**src/rtl/id_scoreboard_if.sv**
```systemverilog
// Issue/writeback/status bundle between the decoder, the id_scoreboard and EX.
// Valid/ready: a transfer happens on a rising edge where valid and ready are both 1.
interface id_scoreboard_if #(
    parameter int REG_W = 5,
    parameter int CNT_W = 3
);
    localparam int NREG = 1 << REG_W;

    logic             id_valid;
    logic             id_ready;
    logic [REG_W-1:0] id_rs1;
    logic [REG_W-1:0] id_rs2;
    logic             id_use_rs1;
    logic             id_use_rs2;
    logic [REG_W-1:0] id_rd;
    logic             id_rd_we;
    logic             ex_valid;
    logic             ex_ready;
    logic             wb_valid;
    logic [REG_W-1:0] wb_rd;
    logic             flush;
    logic [NREG-1:0]  busy_mask;
    logic [CNT_W-1:0] pend_cnt;
    logic             wb_err;
    logic             dbg_state;   // 0 = RUN, 1 = DRAIN

    modport master (
        output id_valid, id_rs1, id_rs2, id_use_rs1, id_use_rs2, id_rd, id_rd_we,
        output ex_ready, wb_valid, wb_rd, flush,
        input  id_ready, ex_valid, busy_mask, pend_cnt, wb_err, dbg_state
    );

    modport slave (
        input  id_valid, id_rs1, id_rs2, id_use_rs1, id_use_rs2, id_rd, id_rd_we,
        input  ex_ready, wb_valid, wb_rd, flush,
        output id_ready, ex_valid, busy_mask, pend_cnt, wb_err, dbg_state
    );
endinterface

```
**src/rtl/id_scoreboard.sv**
```systemverilog
// Register-hazard scoreboard between decode and EX: stalls on RAW/WAW or full pending set.
// Optional same-cycle writeback release: define SCOREBOARD_WB_BYPASS_EN.
module id_scoreboard #(
    parameter int REG_W    = 5,
    parameter int MAX_PEND = 4,
    parameter int CNT_W    = 3
) (
    input logic         clk,
    input logic         rst,
    id_scoreboard_if.slave bus
);
    localparam int NREG = 1 << REG_W;

    typedef enum logic {RUN = 1'b0, DRAIN = 1'b1} state_e;

    state_e           state_q, state_d;
    logic [NREG-1:0]  busy_q, busy_d;
    logic [CNT_W-1:0] pend_q, pend_d;
    logic             wb_err_q, wb_err_d;

    logic [NREG-1:0]  busy_view, wb_onehot, set_onehot;
    logic [CNT_W-1:0] pend_view;
    logic             wb_hit, rd_nz, hazard, full, can_issue, fire, set, clr;

    always_comb begin
        rd_nz     = bus.id_rd != '0;
        wb_hit    = bus.wb_valid & (bus.wb_rd != '0) & busy_q[bus.wb_rd];
        wb_onehot = wb_hit ? (NREG'(1) << bus.wb_rd) : '0;
`ifdef SCOREBOARD_WB_BYPASS_EN
        busy_view = busy_q & ~wb_onehot;
        pend_view = pend_q - CNT_W'(wb_hit);
`else
        busy_view = busy_q;
        pend_view = pend_q;
`endif
        // Index 0 is hardwired zero and never creates a dependency.
        hazard = (bus.id_use_rs1 & (bus.id_rs1 != '0) & busy_view[bus.id_rs1])
               | (bus.id_use_rs2 & (bus.id_rs2 != '0) & busy_view[bus.id_rs2])
               | (bus.id_rd_we   & rd_nz               & busy_view[bus.id_rd]);
        full      = (pend_view == CNT_W'(MAX_PEND)) & bus.id_rd_we & rd_nz;
        can_issue = ~hazard & ~full & (state_q == RUN) & ~bus.flush;
        fire      = bus.id_valid & bus.ex_ready & can_issue;
        set       = fire & bus.id_rd_we & rd_nz;
        clr       = wb_hit & ~bus.flush;
        set_onehot = set ? (NREG'(1) << bus.id_rd) : '0;
    end

    always_comb begin
        busy_d   = busy_q;
        pend_d   = pend_q;
        wb_err_d = 1'b0;
        state_d  = state_q;
        if (bus.flush) begin
            busy_d  = '0;
            pend_d  = '0;
            state_d = DRAIN;
        end else begin
            // Clear before set so a same-register set/clear leaves the bit set.
            busy_d   = (busy_q & ~(clr ? wb_onehot : '0)) | set_onehot;
            pend_d   = pend_q + CNT_W'(set) - CNT_W'(clr);
            wb_err_d = bus.wb_valid & (bus.wb_rd != '0) & ~busy_q[bus.wb_rd];
            case (state_q)
                RUN:     state_d = RUN;
                DRAIN:   state_d = RUN;
                default: state_d = RUN;
            endcase
        end
    end

    always_ff @(posedge clk or negedge rst) begin
        if (!rst) begin
            state_q  <= RUN;
            busy_q   <= '0;
            pend_q   <= '0;
            wb_err_q <= 1'b0;
        end else begin
            state_q  <= state_d;
            busy_q   <= busy_d;
            pend_q   <= pend_d;
            wb_err_q <= wb_err_d;
        end
    end

    // ex_valid deliberately excludes ex_ready; only id_ready looks at it.
    assign bus.ex_valid  = bus.id_valid & can_issue;
    assign bus.id_ready  = bus.ex_ready & can_issue;
    assign bus.busy_mask = busy_q;
    assign bus.pend_cnt  = pend_q;
    assign bus.wb_err    = wb_err_q;
    assign bus.dbg_state = state_q;
endmodule

```
**src/flat_wrapper.sv**
```systemverilog
// flat-port wrapper written by rule: the top's interface ports become plain ports
module id_scoreboard_flat 
#(
    parameter int REG_W    = 5,
    parameter int MAX_PEND = 4,
    parameter int CNT_W    = 3
)
  (clk, rst, bus_id_valid, bus_id_rs1, bus_id_rs2, bus_id_use_rs1, bus_id_use_rs2, bus_id_rd, bus_id_rd_we, bus_ex_ready, bus_wb_valid, bus_wb_rd, bus_flush, bus_id_ready, bus_ex_valid, bus_busy_mask, bus_pend_cnt, bus_wb_err, bus_dbg_state);
  id_scoreboard_if #(.REG_W(REG_W), .CNT_W(CNT_W)) bus_i ();
  input logic clk;
  input logic rst;
  input wire logic [$bits(bus_i.id_valid)-1:0] bus_id_valid;
  input wire logic [$bits(bus_i.id_rs1)-1:0] bus_id_rs1;
  input wire logic [$bits(bus_i.id_rs2)-1:0] bus_id_rs2;
  input wire logic [$bits(bus_i.id_use_rs1)-1:0] bus_id_use_rs1;
  input wire logic [$bits(bus_i.id_use_rs2)-1:0] bus_id_use_rs2;
  input wire logic [$bits(bus_i.id_rd)-1:0] bus_id_rd;
  input wire logic [$bits(bus_i.id_rd_we)-1:0] bus_id_rd_we;
  input wire logic [$bits(bus_i.ex_ready)-1:0] bus_ex_ready;
  input wire logic [$bits(bus_i.wb_valid)-1:0] bus_wb_valid;
  input wire logic [$bits(bus_i.wb_rd)-1:0] bus_wb_rd;
  input wire logic [$bits(bus_i.flush)-1:0] bus_flush;
  output wire logic [$bits(bus_i.id_ready)-1:0] bus_id_ready;
  output wire logic [$bits(bus_i.ex_valid)-1:0] bus_ex_valid;
  output wire logic [$bits(bus_i.busy_mask)-1:0] bus_busy_mask;
  output wire logic [$bits(bus_i.pend_cnt)-1:0] bus_pend_cnt;
  output wire logic [$bits(bus_i.wb_err)-1:0] bus_wb_err;
  output wire logic [$bits(bus_i.dbg_state)-1:0] bus_dbg_state;
  assign bus_i.id_valid = bus_id_valid;
  assign bus_i.id_rs1 = bus_id_rs1;
  assign bus_i.id_rs2 = bus_id_rs2;
  assign bus_i.id_use_rs1 = bus_id_use_rs1;
  assign bus_i.id_use_rs2 = bus_id_use_rs2;
  assign bus_i.id_rd = bus_id_rd;
  assign bus_i.id_rd_we = bus_id_rd_we;
  assign bus_i.ex_ready = bus_ex_ready;
  assign bus_i.wb_valid = bus_wb_valid;
  assign bus_i.wb_rd = bus_wb_rd;
  assign bus_i.flush = bus_flush;
  assign bus_id_ready = bus_i.id_ready;
  assign bus_ex_valid = bus_i.ex_valid;
  assign bus_busy_mask = bus_i.busy_mask;
  assign bus_pend_cnt = bus_i.pend_cnt;
  assign bus_wb_err = bus_i.wb_err;
  assign bus_dbg_state = bus_i.dbg_state;
  id_scoreboard #(.REG_W(REG_W), .MAX_PEND(MAX_PEND), .CNT_W(CNT_W)) u_core (.clk(clk), .rst(rst), .bus(bus_i));
endmodule
```
**config.mk**
```make
export PLATFORM = sky130hd
export DESIGN_NAME = id_scoreboard_flat
export DESIGN_NICKNAME = d
export VERILOG_FILES = /design/src/rtl/id_scoreboard_if.sv /design/src/rtl/id_scoreboard.sv /design/src/flat_wrapper.sv
export SDC_FILE = /design/constraint.sdc
export NUM_CORES = 1
export LEC_CHECK = 0
export ABC_AREA = 1
export CAP_MARGIN = 20
export CELL_PAD_IN_SITES_DETAIL_PLACEMENT = 1
export CELL_PAD_IN_SITES_GLOBAL_PLACEMENT = 2
export CORE_AREA = 2 2 111 123
export CTS_CLUSTER_SIZE = 30
export DETAILED_ROUTE_END_ITERATION = 7
export DIE_AREA = 0 0 113 125
export MAX_ROUTING_LAYER = met4
export PLACE_DENSITY_LB_ADDON = 0.05
export SLEW_MARGIN = 5
export SYNTH_ARGS = -nofsm -noshare
export SYNTH_HDL_FRONTEND = slang
export SYNTH_SLANG_ARGS = --single-unit
export TNS_END_PERCENT = 10
```
**constraint.sdc**
```tcl
create_clock -name clk -period 3.7 [get_ports clk]
set_input_delay 0.74 -clock clk [delete_from_list [all_inputs] [get_ports clk]]
set_output_delay 0.74 -clock clk [all_outputs]
set_load 0.01 [all_outputs]
```
==> flow_metrics.py <==
metrics = {
    "run_status": {
        "status": "finished with violations",
        "failed_checks": "DRC",
    },
    "global_route": {
        "antenna_found_initial": 0,
        "grt_pass1_vias": 4686,
        "grt_first_pass_wirelength_mm": 27.8,
        "grt_usage_pct": 26.4,
        "grt_max_degree": 38,
        "grt_overflow": 0,
    },
    "power_and_ir_drop": {
        "finalPower_uw": 1220,
        "switching_share_pct": 29.9,
        "ir_worst_vdd_v": 0.000177,
        "p_clk_share_pct": 41.8,
        "internal_power_uw": 857,
        "p_seq_share_pct": 33.9,
        "comb_power_share_pct": 24.3,
        "p_sw_uw": 366,
        "powerDensity_nw_per_um2": 247,
        "leakagePower_uw": 0.00209,
    },
    "drt": {
        "num_vias": 4593,
        "dr.first_iter.drc_count": 254,
        "drt_pass1_iterations": 6,
        "vias_per_cell": 5.18,
        "drc": 4,
        "routedWlPerCell_um": 20.2,
        "routed_wl_mm": 17.9,
        "ant_nets": 0,
    },
    "worst_setup_path": {
        "timing.rr.start": "u_core.bus.busy_mask[3]",
        "timing.reg2reg.setup_slack_ps": 1140,
        "critPathCapture": "bus_ex_valid",
        "cp.arrival_ps": 2750,
        "slowest_delay_ps": 510,
        "r2r_end": "u_core.bus.pend_cnt[2]",
        "cp_slowest_cell": "clkdlybuf4s50_1",
        "crit_fanout": 18,
        "crit_type": "primary input to primary output",
        "required_ps": 2960,
        "crit_start": "bus_id_rs2[0]",
        "cp_cell_sequence": "clkdlybuf4s50_1 > buf_12 > inv_4 > nand2_4 > nand3_2 > a21oi_1 > nand2_1 > a21oi_2 > nor2_1 > nor2_4 > nand2_1 > nor2_1 > dlygate4sd2_1",
        "r2r_cells": 13,
        "critPathLaunchType": "primary input",
        "cp-end-kind": "primary output",
    },
    "clock_tree": {
        "holdBufCountCts": 0,
        "clock-root-buffer": "clkbuf_16",
        "path_clk_slew_ps": 60,
        "numCtsBuffers": 5,
        "post-cts-setup-buffers": 0,
        "clock_latency_ps": 290,
        "cts_tree": "built",
        "clk_path_buf_depth": 2,
        "clock-sinks": 37,
        "htree_levels": 2,
    },
    "synth": {
        "synth.most_common_cell": "nand2_1",
        "synth-simple-area-share_pct": 56.5,
        "async_flop_share_pct": 100,
        "ys_seq_area_share_pct": 24.4,
        "synth_top_area_share_pct": 24.4,
        "synth_area_leader_cell": "dfrtp_1",
        "synth_seq_cells": 37,
        "syn_inst": 652,
        "synthAdderAreaFrac_pct": 1.19,
        "synth-edff-count": 0,
        "ys.flop_type": "dfrtp_1",
        "netlist-cell-type-count": 32,
        "syn_area_per_cell_um2": 5.81,
        "yosys-top-cells-area": "dfrtp_1 24%, nand2_1 15%, nor2_1 15%",
        "syn-num-nets": 684,
        "synth_compound_area_share_pct": 4.56,
        "synth_top_family_by_area": "simple AND/OR/NAND/NOR gates",
        "synth_mux_area_share_pct": 0,
        "ys_warn_count": 0,
        "netlist_area_um2": 3790,
        "synth_common_cells": "154 x nand2_1, 153 x nor2_1, 79 x nand3_1, 51 x nand4_1, 49 x inv_1",
        "synth_xor_area_share_pct": 0.462,
    },
    "floorplanning": {
        "dieWidth_um": 113,
        "placementRows": 44,
        "start_util_pct": 29.2,
        "core_area_um2": 13000,
        "dieArea_um2": 14100,
        "io_pins": 68,
        "die_y_um": 125,
    },
    "timing": {
        "rsz0062_at_grt": "no",
        "worst_pin_slew_ps": 923,
        "max_freq_ghz": 0.287,
        "fin_crit_sh_pct": 94.2,
        "fin_skew_ps": 3.22,
        "slew-limit-headroom_pct": 38.5,
        "fin_crit_ps": 3490,
        "drv_slew": 0,
        "timing.final.hold_violations": 0,
        "finalSetupViolations": 0,
    },
    "place": {
        "dp_hpwl_mm": 13.5,
        "gp_congestion": 0.908,
        "numPortBuffers": 67,
    },
    "finish": {
        "drive_gt1_share_pct": 14.1,
        "layout.nets": 756,
        "nFillCells": 1765,
        "finish.utilization_pct": 38.1,
        "area_delta_synth_final_pct": 30.7,
        "diodes": 0,
    },
    "worst_hold_path": {
        "hold_class": "primary input to async pin",
    },
    "flow_run": {
        "maxCapViolCount": 0,
    },
}
==> metal layers <==
layer / wire length [µm] / global-route usage (%) / part of all wire (%) / vias to the layer above
met2: 8450 / 41.8 / 47 / 114
met4: 405 / 7.10 / 2.3 / 0
met1: 8190 / 35.9 / 46 / 2235
li1: - / - / - / 2227
met5: 0 / - / 0 / -
met3: 826 / 2.67 / 4.6 / 17
==> how the worst min path moves through the flow <==
stage	end	slack, ps	cells past startpoint
floorplan	u_core.bus.busy_mask[0]	440	0
global placement	u_core.bus.busy_mask[0]	650	2
detailed placement	u_core.bus.busy_mask[0]	660	2
CTS	u_core.bus.busy_mask[24]	630	1
global route	u_core.bus.pend_cnt[2]	670	1
finish	u_core.bus.busy_mask[24]	590	1
==> critical path, delay by kind of cell <==
family	cells	cell delay (ps)
buf+inv	4	1030
simple gates	7	660
compound gates	2	290
==> what timing repair did <==
action	in CTS	in global routing
cloned	1	0
resized for setup	5	1
pin swaps	0	0
endpoints found under the setup margin	2	1
==> power by group through the flow <==
| stage | Sequential [µW] | Combinational, µW | Clock, µW |
|---|---|---|---|
| floorplan | 424 | 154 | 0 |
| finish | 414 | 297 | 511 |
| detailed placement | 422 | 296 | 0 |
| global route | 415 | 327 | 534 |
| CTS | 415 | 299 | 526 |
| global placement | 422 | 291 | 0 |
==> registers in the layout, summed over array words and instances (netlist names) <==
register              count
u_core.bus.pend_cnt       3
u_core.bus.dbg_state      1
u_core.bus.busy_mask     32
u_core.bus.wb_err         1
==> area by class of cell <==
| cell class | count | area [µm²] | area share [%] |
|---|---|---|---|
| Clock buffer | 7 | 143 | 2.88 |
| Clock inverter | 1 | 30.0 | 0.607 |
| Inverter | 66 | 255 | 5.16 |
| Multi-Input combinational cell | 507 | 2380 | 48.0 |
| Sequential cell | 37 | 926 | 18.7 |
| Tap cell | 161 | 201 | 4.07 |
| Timing Repair Buffer | 107 | 1020 | 20.6 |
==> metrics by stage <==
stage | instances | setup TNS [ps] | worst slack [ps] | area, µm² | hold slack, ps
floorplan | 652 | 0 | 775 | 3790 | 444
global placement | 877 | -55.3 | -29.8 | 4760 | 646
detailed placement | 877 | -157 | -100 | 4760 | 657
CTS | 886 | -24.3 | -24.3 | 4950 | 627
global route | 886 | 0 | 8.19 | 4950 | 668
finish | 886 | 0 | 213 | 4950 | 590
==> cell usage in the layout (no fill, tap or decap), types with 4 or more instances in the layout <==
| cell type | netlist | routed |
|---|---|---|
| clkbuf_16 | 0 | 5 |
| buf_4 | 3 | 35 |
| dfrtp_1 | 37 | 37 |
| inv_2 | 14 | 14 |
| nand3_1 | 79 | 79 |
| inv_1 | 49 | 49 |
| o21ai_0 | 4 | 4 |
| nand2_1 | 154 | 154 |
| nand4_1 | 51 | 51 |
| a21oi_1 | 8 | 8 |
| nor2_2 | 30 | 30 |
| nor2_1 | 153 | 153 |
| clkdlybuf4s50_1 | 0 | 63 |
| o21ai_1 | 5 | 5 |
| buf_12 | 0 | 4 |
==> kinds of logic (layout without fill, tap and decap cells) <==
| logic type | after synthesis | count (layout) |
|---|---|---|
| flip-flops | 37 | 37 |
| XOR/XNOR | 2 | 2 |
| AO/OA/AOI/OAI | 28 | 28 |
| buffers and inverters | 108 | 181 |
| adder cells (fa/ha/maj) | 3 | 3 |
| AND/OR/NAND/NOR | 474 | 474 |
Power figures use the tool's default switching activity.
